===== src/rtl/fp_pkg.sv =====
// Shared binary32 definitions and the accumulator state encoding.
package fp_pkg;

    localparam int SIGN_W = 1;
    localparam int EXP_W  = 8;
    localparam int MAN_W  = 23;
    localparam int FP_W   = SIGN_W + EXP_W + MAN_W;

    localparam logic [FP_W-1:0] FP_ZERO = 32'h0000_0000;
    localparam logic [FP_W-1:0] FP_QNAN = 32'h7FC0_0000;

    typedef enum logic [1:0] {
        IDLE,
        ACC,
        DONE
    } state_t;

endpackage


===== src/rtl/fsum_ieee754_if.sv =====
// Job/operand/result handshake bundle for the stream accumulator.
interface fsum_ieee754_if #(
    parameter int LEN_W = 8
);
    logic             start;
    logic [LEN_W-1:0] len;
    logic             in_valid;
    logic             in_ready;
    logic [31:0]      in_data;
    logic             out_valid;
    logic [31:0]      out_data;
    logic             busy;

    modport master (
        output start, len, in_valid, in_data,
        input  in_ready, out_valid, out_data, busy
    );

    modport slave (
        input  start, len, in_valid, in_data,
        output in_ready, out_valid, out_data, busy
    );
endinterface


===== src/rtl/fadd_ieee754.sv =====
// Combinational binary32 adder: round-to-nearest-even, gradual underflow,
// single canonical quiet NaN, exact-zero sums are +0 unless both inputs are -0.
module fadd_ieee754
    import fp_pkg::*;
(
    input  logic [FP_W-1:0] a,
    input  logic [FP_W-1:0] b,
    output logic [FP_W-1:0] out
);

    logic             sa, sb, a_nan, b_nan, a_inf, b_inf;
    logic [EXP_W-1:0] ea, eb, x1, x2, d;
    logic [MAN_W-1:0] fa, fb;
    logic             s1, s2, sticky, rnd_up, rsign;
    logic [MAN_W:0]   m1, m2;
    logic [4:0]       dc, lz, sh;
    logic [MAN_W+3:0] m1e, m2e, m2s, n;
    logic [MAN_W+4:0] r;
    logic [EXP_W+1:0] e_n, e_f;
    logic [MAN_W+1:0] m_r;

    // Align the smaller operand (guard/round/sticky), add, normalise, round.
    always_comb begin
        sa = a[FP_W-1];  ea = a[FP_W-2:MAN_W];  fa = a[MAN_W-1:0];
        sb = b[FP_W-1];  eb = b[FP_W-2:MAN_W];  fb = b[MAN_W-1:0];
        a_nan = (ea == '1) && (fa != '0);
        b_nan = (eb == '1) && (fb != '0);
        a_inf = (ea == '1) && (fa == '0);
        b_inf = (eb == '1) && (fb == '0);

        // Larger magnitude goes first; subnormals use effective exponent 1.
        if (b[FP_W-2:0] > a[FP_W-2:0]) begin
            s1 = sb; x1 = (eb == '0) ? 8'd1 : eb; m1 = {eb != '0, fb};
            s2 = sa; x2 = (ea == '0) ? 8'd1 : ea; m2 = {ea != '0, fa};
        end else begin
            s1 = sa; x1 = (ea == '0) ? 8'd1 : ea; m1 = {ea != '0, fa};
            s2 = sb; x2 = (eb == '0) ? 8'd1 : eb; m2 = {eb != '0, fb};
        end

        d   = x1 - x2;
        dc  = (d > 8'd27) ? 5'd27 : d[4:0];
        m1e = {m1, 3'b000};
        m2e = {m2, 3'b000};
        m2s = m2e >> dc;
        sticky = 1'b0;
        for (int unsigned i = 0; i < 27; i++) begin
            if (i < 32'(dc) && m2e[i]) sticky = 1'b1;
        end
        m2s[0] = m2s[0] | sticky;

        r = (s1 == s2) ? ({1'b0, m1e} + {1'b0, m2s}) : ({1'b0, m1e} - {1'b0, m2s});

        lz = 5'd27;
        for (int unsigned i = 0; i < 27; i++) begin
            if (r[i]) lz = 5'(26 - i);
        end
        // Left shift may not take the exponent below 1 (subnormal result).
        sh = ({3'b000, lz} > (x1 - 8'd1)) ? 5'(x1 - 8'd1) : lz;

        if (r[MAN_W+4]) begin
            n   = {r[MAN_W+4:2], r[1] | r[0]};
            e_n = {2'b00, x1} + 10'd1;
        end else begin
            n   = r[MAN_W+3:0] << sh;
            e_n = {2'b00, x1} - {5'b00000, sh};
        end

        rnd_up = n[2] & (n[1] | n[0] | n[3]);
        m_r    = {1'b0, n[MAN_W+3:3]} + 25'(rnd_up);
        if (m_r[MAN_W+1])    e_f = e_n + 10'd1;
        else if (m_r[MAN_W]) e_f = e_n;
        else                 e_f = '0;

        rsign = (r == '0) ? (s1 & s2) : s1;
        if (r == '0)
            out = {rsign, 31'b0};
        else if (e_f >= 10'd255)
            out = {rsign, 8'hFF, 23'b0};
        else
            out = {rsign, e_f[EXP_W-1:0], m_r[MAN_W+1] ? 23'b0 : m_r[MAN_W-1:0]};

        if (a_nan || b_nan || (a_inf && b_inf && (sa != sb)))
            out = FP_QNAN;
        else if (a_inf)
            out = a;
        else if (b_inf)
            out = b;
    end

endmodule


===== src/rtl/fsum_ieee754.sv =====
// Stream accumulator: sums a job of len binary32 operands through fadd_ieee754
// and emits the total as a single out_valid beat.
module fsum_ieee754
    import fp_pkg::*;
#(
    parameter int LEN_W = 8
) (
    input  logic               clk,
    input  logic               rst,
    fsum_ieee754_if.slave      bus
);

    state_t           state, state_nxt;
    logic [FP_W-1:0]  acc, sum;
    logic [LEN_W-1:0] remaining;
    logic             first;
    logic             in_ready, out_valid, busy, beat;

    fadd_ieee754 u_fadd (
        .a   (acc),
        .b   (bus.in_data),
        .out (sum)
    );

    assign beat          = bus.in_valid && in_ready;
    assign bus.in_ready  = in_ready;
    assign bus.out_valid = out_valid;
    assign bus.busy      = busy;
    assign bus.out_data  = acc;

    // State register.
    always_ff @(posedge clk) begin
        if (rst) state <= IDLE;
        else     state <= state_nxt;
    end

    // Next-state and handshake outputs.
    always_comb begin
        state_nxt = state;
        in_ready  = 1'b0;
        out_valid = 1'b0;
        busy      = 1'b1;
        unique case (state)
            IDLE: begin
                busy = 1'b0;
                if (bus.start) state_nxt = (bus.len != '0) ? ACC : DONE;
            end
            ACC: begin
                in_ready = 1'b1;
                if (beat && remaining == LEN_W'(1)) state_nxt = DONE;
            end
            DONE: begin
                out_valid = 1'b1;
                state_nxt = IDLE;
            end
            default: state_nxt = IDLE;
        endcase
    end

    // Accumulator, beat down-counter and first-beat flag.
    always_ff @(posedge clk) begin
        if (rst) begin
            acc       <= FP_ZERO;
            remaining <= '0;
            first     <= 1'b0;
        end else begin
            if (state == IDLE && bus.start) begin
                remaining <= bus.len;
                first     <= 1'b1;
                if (bus.len == '0) acc <= FP_ZERO;
            end else if (beat) begin
                acc       <= first ? bus.in_data : sum;
                first     <= 1'b0;
                remaining <= remaining - LEN_W'(1);
            end
        end
    end

endmodule


===== src/flat_wrapper.sv =====
// flat-port wrapper written by rule: the top's interface ports become plain ports
module fsum_ieee754_flat import fp_pkg::*;
#(
    parameter int LEN_W = 8
)
  (clk, rst, bus_start, bus_len, bus_in_valid, bus_in_data, bus_in_ready, bus_out_valid, bus_out_data, bus_busy);
  fsum_ieee754_if #(.LEN_W(LEN_W)) bus_i ();
  input  logic clk;
  input  logic rst;
  input wire logic [$bits(bus_i.start)-1:0] bus_start;
  input wire logic [$bits(bus_i.len)-1:0] bus_len;
  input wire logic [$bits(bus_i.in_valid)-1:0] bus_in_valid;
  input wire logic [$bits(bus_i.in_data)-1:0] bus_in_data;
  output wire logic [$bits(bus_i.in_ready)-1:0] bus_in_ready;
  output wire logic [$bits(bus_i.out_valid)-1:0] bus_out_valid;
  output wire logic [$bits(bus_i.out_data)-1:0] bus_out_data;
  output wire logic [$bits(bus_i.busy)-1:0] bus_busy;
  assign bus_i.start = bus_start;
  assign bus_i.len = bus_len;
  assign bus_i.in_valid = bus_in_valid;
  assign bus_i.in_data = bus_in_data;
  assign bus_in_ready = bus_i.in_ready;
  assign bus_out_valid = bus_i.out_valid;
  assign bus_out_data = bus_i.out_data;
  assign bus_busy = bus_i.busy;
  fsum_ieee754 #(.LEN_W(LEN_W)) u_core (.clk(clk), .rst(rst), .bus(bus_i));
endmodule

===== config.mk =====
export PLATFORM = sky130hd
export DESIGN_NAME = fsum_ieee754_flat
export DESIGN_NICKNAME = d
export VERILOG_FILES = /design/src/rtl/fp_pkg.sv /design/src/rtl/fsum_ieee754_if.sv /design/src/rtl/fadd_ieee754.sv /design/src/rtl/fsum_ieee754.sv /design/src/flat_wrapper.sv
export SDC_FILE = /design/constraint.sdc
export NUM_CORES = 1
export LEC_CHECK = 0
export BUFFER_PORTS_ARGS = -buffer_cell sky130_fd_sc_hd__buf_2
export CAP_MARGIN = 20
export CORE_MARGIN = 2
export CORE_UTILIZATION = 55
export DETAILED_ROUTE_END_ITERATION = 6
export PLACE_DENSITY = 0.74
export SYNTH_ARGS = -nofsm -noshare
export SYNTH_HDL_FRONTEND = slang
export SYNTH_SLANG_ARGS = --single-unit

===== constraint.sdc =====
create_clock -name clk -period 47.7 [get_ports clk]
set_input_delay 7.155 -clock clk [delete_from_list [all_inputs] [get_ports clk]]
set_output_delay 7.155 -clock clk [all_outputs]
set_load 0.05 [all_outputs]

Word-level counts from Yosys, hierarchy flattened. Index checks and enable logic that the tools add are counted.

Logic and storage cells: 198. Register bits: 43. Output and inout port bits: 35. Input port bits: 44.

Equal/unequal tests: 11. Multiplexer cells: 88. Magnitude comparators: 28. Add/sub/neg operators: 9. Reduce and logical (&&, ||, !) cells: 50. Shift-type cells: 2. Bitwise operators: 6.

Operators with widths (number): $mux W32 (7); $mux W5 (28); $mux W31 (2); $lt A5 B5 Y1 const A (11); $mux W24 (2); $mux W8 (6); $logic_not A23 Y1 (2); $reduce_bool A23 Y1 (2); $lt A4 B5 Y1 const A (8); $logic_and A1 B1 Y1 (33); $mux W1 (33); $gt A31 B31 Y1 (1); $mux W10 (3); $add A27 B27 Y28 (1); $logic_not A28 Y1 (1); $mux W28 (1); $sub A27 B27 Y28 (1); $mux W27 (1); $shl A27 B5 Y27 (1); $shr A27 B5 Y27 (1); $add A24 B1 Y25 (1); $logic_not A8 Y1 (3); $reduce_bool A8 Y1 (3); $mux W23 (1); other kinds (28) (41).

Depth between registers and ports, before layout. Gate-level depths: netlist of run 1.

Depth in word-level cells: 81. Mapped depth: 89. Gate-level depth less buffers: 76.

Hierarchy. Synthesis of run 1 repeated with hierarchy kept, for this count alone.

Cells, all modules: 2185. Area, all modules: 14337.5 um^2.

Modules (own cells, without submodules): fadd_ieee754 (cells each 1934, area each 12278.0 um^2, times used 1, sequential area each 0.0 um^2); fsum_ieee754 (cells each 251, area each 2059.5 um^2, times used 1, sequential area each 860.8 um^2).

Worst setup path before layout of run 1. No wires, ideal clock.

Path type: in2reg. Start: input bus_in_data[13]. End: register u_core.acc[0] (netlist: u_core.bus.out_data[0]). Setup slack: 24697 ps. Stages: 82. Data arrival time: 22865 ps. Path buffers: 15. Cell sequence: ha_1 > nand4_2 > nor4_4 > and2_1 > a21oi_1 > nor2_2 > buf_4 > buf_2 > buf_2 > buf_2 > clkbuf_1 > clkbuf_1 > mux2i_1 > ha_1 > fa_1 > inv_2 > maj3_1 > a21o_1 > [... 46 more ...] > buf_2 > buf_2 > buf_2 > ha_1 > inv_1 > fa_1 > a31o_2 > a21oi_1 > xnor2_1 > a2111oi_0 > o21ai_0 > nor4b_1 > a31oi_1 > o211a_1 > nor4_2 > nand4b_2 > buf_6 > o31ai_2.

Longest elaborated chain between the ends: 80.

RTL lines: start: declaration (line flat_wrapper.sv:13) `input wire logic [$bits(bus_i.in_data)-1:0] bus_in_data;`; $gt A31 B31 Y1 (line fadd_ieee754.sv:32) `if (b[FP_W-2:0] > a[FP_W-2:0]) begin`; $mux W8 (line fadd_ieee754.sv:32); $sub A8 B8 Y8 (line fadd_ieee754.sv:40) `d = x1 - x2;`; $gt A8 B5 Y1 (line fadd_ieee754.sv:41) `dc = (d > 8'd27) ? 5'd27 : d[4:0];`; $mux W5 (line fadd_ieee754.sv:41); $lt A2 B5 Y1 (line fadd_ieee754.sv:47) `if (i < 32'(dc) && m2e[i]) sticky = 1'b1;`; $logic_and A1 B1 Y1 (line fadd_ieee754.sv:47); $mux W1 (24 in series) (line fadd_ieee754.sv:47); [... 41 more ...]; $mux W31 (line fadd_ieee754.sv:77) `else if (e_f >= 10'd255)`; $mux W31 (line fadd_ieee754.sv:75) `if (r == '0)`; $mux W32 (line fadd_ieee754.sv:86) `else if (b_inf)`; $mux W32 (line fadd_ieee754.sv:84) `else if (a_inf)`; $mux W32 (line fadd_ieee754.sv:82) `if (a_nan || b_nan || (a_inf && b_inf && (sa != sb)))`; $mux W32 (line fsum_ieee754.sv:72) `acc <= first ? bus.in_data : sum;`; $mux W32 (line fsum_ieee754.sv:71) `end else if (beat) begin`; $mux W32 (line fsum_ieee754.sv:67) `if (state == IDLE && bus.start) begin`; end signal: assignment (line fsum_ieee754.sv:72); end: declaration (line fsum_ieee754.sv:14) `logic [FP_W-1:0] acc, sum;`.

Parallel ways exist; a longest one is shown, timed or not. The select of a mux whose other input is x is not followed. A chain may end at the register's enable or synchronous reset.

Worst setup path after layout of run 1.
Start: input bus_in_data[21]. End: register u_core.acc[2] (netlist: u_core.bus.out_data[2]).

Same word-level chain as after synthesis.

==> results.md, run 1 <==
* GRT Total Usage at 44.6%
* Flop pwr share at 4.7%
* Type of the worst setup path: input pin to flip-flop
* Sw power at 768 uW
* Initial antenna violation count at 1
* Die Height at 166 um
* Wire per inst at 26.3 um
* M1 wire length at 24000 um
* Hold Path Class: flip-flop to flip-flop
* Postcts setup bufs at 0
* WHS Endpoint: u_core.state[1]$_SDFFE_PP0P_
* Placed cells at 2405
* Comb pwr share at 91.8%
* LEAKAGE at 0.00605 uW
* Initial core utilization at 55.5%
* Syn nets at 2228
* Fin util at 58.3%
* Pre-antenna DRT Iters at 6
* Final WL at 63500 um
* Met3 wire length at 8710 um
* Slew @ Worst Pin at 1.21 ns
* Rows at 59
* Status: finished, final reports clean
* Skew-Pair Late Insertion Delay at 0.29 ns
* Fillers at 2555
* CTS clock-pin slew for the worst setup and hold paths at 0.07 ns
* Vias per inst at 7.36
* Crit path max fanout at 71
* Grt ovf at 0
* Slowest cell on the critical path: buf_4
* Hpwl dp at 49700 um
* Worst-case clock buffer depth at 2
* Cell variety after synth at 124
* Mapped Area at 0.0143 mm2
* First-pass GRT wire length at 94600 um
* Syn-to-layout area delta at 4.91%
* Top FF cell, synth: dfxtp_1
* Met2 WL post-DR at 26500 um
* Share of cells above drive strength 1 at 12.6%
* Reg2reg start: u_core.bus.out_data[3]$_SDFFE_PP0P_
* Worst Setup End Kind: flip-flop
* Root Buffer: clkbuf_16
* Final setup viols at 0
* Initial drt markers at 3175
* Power Density at 79.3 mW/mm2
* Final Hold Viols at 0
* Sequential cell area fraction in the yosys report at 6.00%
* P_int at 425 uW
* Critical path arrival at 26.75 ns
* Crit start category: input pin
* Hold Startpoint: u_core.state[1]$_SDFFE_PP0P_
* Placeable Area at 0.0258 mm2
* Worst vdd ir at 0.0596 mV
* Max-Slew Margin vs Limit at 18.9%
* ANT nets after route at 0
* H-tree depth at 2
* Placed cell areas at 0.0149 mm2
* Final Wtd Congestion at 1.11
* Number of synthesis warnings at 0
* Clock Power Share at 3.4%
* Required time worst endpoint at 47.89 ns
* Highest routed metal layer: met4
* Num CTS Buffers at 5
* Slowest stage delay, CP at 0.78 ns
* Fmax at 37.7 MHz
* Skew final at 0.00763 ns
* Final period util at 55.7%
* Post-CTS Resized at 0
* # DRC at 0
* Async SR Flop Fraction at 0%
* Synthesized instance count at 2077
* Number of global-route vias before repair at 15800
* Ant diodes at 0
* R2R depth at 68
* Fin cells at 2413
* Die area at 0.0274 mm2
* CTS tree: done
* Via count at 17800
* Final TNS setup at 0 ns
* Fin nets at 2228
* Die X at 166 um
* Yosys reg bits at 43
* Max-slew violations at 0
* Largest net degree at the start of global routing at 72
* Share of the synthesized area in the top cell type at 9.07%
* Yosys top cell by area: ha_1
* Synth top area cells: ha_1 (9.1%), a21oi_1 (6.0%), dfxtp_1 (6.0%)
* Worst hold stages at 1
* Hold_buf cts at 0
* Max-Cap Viols at 0
* Min Tclk post-route at 26.56 ns
* Sw frac at 64.4%
* EDFF count, synth at 0
* Port Buffers at 78
* RSZ-0062 raised after global routing: false
* Boundary pin count at 79
* Syn_area_per_cell at 6.91 um2
* # clock sinks at 43
* RR Endpoint: u_core.bus.out_data[2]$_SDFFE_PP0P_
* Total power at 1190 uW
* Final Cell Area at 0.0151 mm2
* R2R Setup Slk at 27.39 ns
-- worst max-delay path by stage --
stage / from / end / slack [ns] / depth (start not counted)
floorplan: bus_in_data[13] / u_core.bus.out_data[0]$_SDFFE_PP0P_ / 24.70 / 82
global placement: bus_in_data[28] / u_core.bus.out_data[2]$_SDFFE_PP0P_ / 21.75 / 68
detailed placement: bus_in_data[26] / u_core.bus.out_data[2]$_SDFFE_PP0P_ / 21.36 / 68
CTS: bus_in_data[26] / u_core.bus.out_data[2]$_SDFFE_PP0P_ / 21.62 / 68
global route: bus_in_data[26] / u_core.bus.out_data[2]$_SDFFE_PP0P_ / 19.93 / 68
finish: bus_in_data[21] / u_core.bus.out_data[2]$_SDFFE_PP0P_ / 21.14 / 68
-- cells by family (layout without fill, tap and decap cells) --
logic type               count (synthesis)  count (layout)  share of synthesized area, %
AND/OR/NAND/NOR                        786             786                          28.6
AO/OA/AOI/OAI                          720             720                          35.2
buffers and inverters                  231             232                          6.61
adder cells (fa/ha/maj)                109             109                          9.63
multiplexers                           128             128                          10.1
XOR/XNOR                                60              60                          3.90
flip-flops                              43              43                          6.00
-- worst max-delay path: cells and delay by family --
family,cells,cell delay [ns]
multiplexers,3,1.16
adder cells (fa/ha/maj),6,1.84
buffers and inverters,5,1.56
XOR/XNOR,1,0.16
AND/OR/NAND/NOR,19,5.65
AO/OA/AOI/OAI,34,9.16
-- power by group through the flow --
stage / combinational, uW / sequential, uW / clock, uW
finish: 1100 / 56.2 / 41.0
global route: 1150 / 56.0 / 41.9
CTS: 1040 / 54.7 / 41.0
detailed placement: 1040 / 55.6 / 0
global placement: 1040 / 55.5 / 0
floorplan: 743 / 66.1 / 0
-- cell usage after synthesis, types with 22 or more instances --
| cell type | n |
|---|---|
| dfxtp_1 | 43 |
| mux2i_1 | 74 |
| o211ai_1 | 41 |
| ha_1 | 104 |
| a22oi_1 | 34 |
| clkbuf_1 | 72 |
| xnor2_1 | 38 |
| nor2b_1 | 24 |
| mux2_2 | 44 |
| nand2b_1 | 24 |
| a21oi_1 | 172 |
| nand4_1 | 33 |
| inv_1 | 117 |
| and3_1 | 25 |
| nor4_1 | 30 |
| nand2_1 | 173 |
| nor3_1 | 67 |
| a31oi_1 | 32 |
| o21ai_0 | 103 |
| a211oi_1 | 40 |
| o22ai_1 | 22 |
| nor2_1 | 200 |
| nand3_1 | 77 |
| a21o_1 | 34 |
| and2_1 | 22 |
-- through the flow --
stage               setup WS (ns)  hold WS [ns]
floorplan                   24.70         0.429
global placement            21.75         0.446
detailed placement          21.36         0.454
CTS                         21.62         0.464
global route                19.93         0.501
finish                      21.14         0.465
-- metal layers --
layer  vias up  GRT usage (%)
met2      1362           67.8
met1      8184           58.6
met3       306           10.3
li1       7900              -
met5         -              0
met4         0           23.2
-- cells in the final DEF (no fill, tap or decap), types with 20 or more instances in the layout --
cell type    n
buf_2       78
xnor2_1     38
a31oi_1     32
ha_1       103
o31ai_1     20
and2_1      22
o22ai_1     22
a211o_1     20
inv_1      117
mux2_2      44
dfxtp_1     43
nor3_1      65
nor4_1      30
buf_4       23
nor2b_1     24
o21ai_0    103
nand2b_1    24
nand4_1     33
a211oi_1    40
nand2_1    173
mux2i_1     74
nand3_1     77
nor2_1     199
or2_2       20
a22oi_1     34
a21o_1      34
o211ai_1    41
a21oi_1    171
and3_1      25
-- registers in the layout (all words and copies together) (netlist names) --
name and flops:
u_core.state 2, u_core.first 1, u_core.remaining 8, u_core.bus.out_data 32
-- area by class of cell --
class | count | area [um2] | share of cell area (%)
Inverter | 123 | 469 | 3.12
Timing Repair Buffer | 101 | 563 | 3.74
Tap cell | 335 | 419 | 2.78
Multi-Input combinational cell | 1803 | 12600 | 83.5
Sequential cell | 43 | 861 | 5.72
Clock inverter | 3 | 46.3 | 0.308
Clock buffer | 5 | 125 | 0.831
No activity file was read; power rests on OpenSTA's default activity.
==> inputs of run 2 (changes only) <==
Settings changed: PLACE_DENSITY 0.74 to 0.77.
Clock period 47.7 ns to 21.5 ns, I/O delays scaled along.
==> results.md, run 2 (same netlist as run 1, synthesis figures left out) <==
* Status: complete, but fails checks
* Failing checks: design-rule violations
* Worst-case clock buffer depth at 2
* LEAKAGE at 0.00615 uW
* Final Wtd Congestion at 1.09
* GRT Total Usage at 44.4%
* Initial drt markers at 2702
* Final period util at 94.0%
* Placeable Area at 0.0258 mm2
* Die area at 0.0274 mm2
* Slowest stage delay, CP at 0.56 ns
* Hold_buf cts at 0
* Boundary pin count at 79
* Num CTS Buffers at 5
* Comb pwr share at 92.0%
* # clock sinks at 43
* Type of the worst setup path: input pin to flip-flop
* Wire per inst at 25.8 um
* CTS tree: done
* CTS clock-pin slew for the worst setup and hold paths at 0.07 ns
* Via count at 17900
* Max-Slew Margin vs Limit at 28.6%
* Number of global-route vias before repair at 16100
* Largest net degree at the start of global routing at 67
* Sw frac at 63.9%
* Hold Path Class: flip-flop to flip-flop
* Hold Startpoint: u_core.remaining[5]$_SDFFE_PP0P_
* Die Height at 166 um
* Slew @ Worst Pin at 1.04 ns
* Slowest cell on the critical path: or3b_1
* Crit start category: input pin
* Commonest non-fill, non-tap cells in the layout: nor2_1 (199), nand2_1 (173), a21oi_1 (171)
* Largest register FFs at 32
* ANT nets after route at 0
* Port Buffers at 78
* Cell family with most CP delay: compound AO/OA/AOI/OAI gates
* Vias per inst at 7.34
* Critical Path Most Common Cell: a21oi_1
* Max-slew violations at 0
* Total power at 2670 uW
* Initial antenna violation count at 1
* Worst vdd ir at 0.103 mV
* H-tree depth at 2
* Rows at 59
* P_int at 966 uW
* Flop pwr share at 4.6%
* Critical path arrival at 20.36 ns
* Commonest non-fill, non-tap cell in the layout: nor2_1
* Min Tclk post-route at 20.21 ns
* CP Buf/Inv Count at 6
* Fin cells at 2434
* Share of cells above drive strength 1 at 13.7%
* Die X at 166 um
* Syn-to-layout area delta at 6.22%
* First-pass GRT wire length at 94100 um
* Fin util at 59.0%
* Placed cells at 2423
* Skew-Pair Late Insertion Delay at 0.29 ns
* Hpwl dp at 49900 um
* Required time worst endpoint at 21.65 ns
* Crit path max fanout at 23
* Root Buffer: clkbuf_16
* Reg2reg start: u_core.bus.out_data[1]$_SDFFE_PP0P_
* Clock Power Share at 3.4%
* Fmax at 49.5 MHz
* Max-Cap Viols at 0
* Grt ovf at 0
* Fillers at 2517
* Final WL at 62900 um
* Final WS setup at 1.29 ns
* Hold_ws at 0.476 ns
* Initial core utilization at 55.5%
* Ant diodes at 0
* CP startpoint: bus_in_data[26]
* Fin nets at 2249
* # DRC at 15
* Pre-antenna DRT Iters at 7
* Skew final at 0.0106 ns
* Final setup viols at 0
* Sw power at 1710 uW
* Worst slack at placement at 0.978 ns
* Power Density at 175 mW/mm2
* Final Hold Viols at 0
* Worst Setup End Kind: flip-flop
[run 2: changes by cell type in the layout (fill, tap and decap cells not counted), moves of 2 or more]
| cell | change |
|---|---|
| buf_4 | +19 |
| mux2i_1 | -3 |
| mux2i_2 | +3 |
| and4_1 | -2 |
| and4_2 | +2 |
| buf_6 | +2 |
[run 2: through the flow]
step / area [um2] / TNS (ns)
after floorplan: 14300 / 0
after global placement: 15000 / 0
after detailed placement: 15000 / 0
after CTS: 15200 / 0
after global routing: 15200 / -0.0241
final: 15200 / 0
[run 2: worst paths after layout]
| check | to | cells past startpoint | slack, ns |
|---|---|---|---|
| max | u_core.bus.out_data[8]$_SDFFE_PP0P_ | 72 | 1.29 |
| max reg2reg | u_core.bus.out_data[8]$_SDFFE_PP0P_ | 72 | 3.61 |
| min reg2reg | u_core.remaining[5]$_SDFFE_PP0P_ | 2 | 0.48 |
| min | u_core.remaining[5]$_SDFFE_PP0P_ | 2 | 0.48 |
[run 2: area by class of cell]
type                       count  area, um2  share of cell area (%)
multi-input combinational   1803      12600                    82.6
sequential                    43        861                    5.65
timing repair buffer         122        728                    4.78
inverter                     123        469                    3.08
tap                          335        419                    2.75
clock buffer                   6        139                   0.911
clock inverter                 2       38.8                   0.254
[run 2: timing repair]
item                       in CTS  in global routing
buffers inserted                0                  3
gates resized for setup         0                  8
setup endpoints to repair       0                 28
[run 2: per-layer routing]
metal / vias to the layer above / GRT usage [%] / share of wire, %
met4: 2 / 24.7 / 7.4
met1: 8245 / 56.7 / 38
met3: 342 / 11.9 / 13
li1: 7931 / - / -
met2: 1350 / 67.7 / 42
met5: - / 0 / 0.024
[run 2: power by group through the flow]
stage / clock (uW) / sequential, uW / combinational, uW
after floorplan: 0 / 147 / 1650
after global placement: 0 / 121 / 2330
after detailed placement: 0 / 122 / 2320
after CTS: 91.7 / 120 / 2340
after global routing: 94.7 / 122 / 2590
final: 92.0 / 122 / 2460
[run 2: worst min-delay path, cell delays in order, from the launching register on]
cell and delay, ns:
dfxtp_1 0.31, o21ai_0 0.06, a21oi_1 0.06
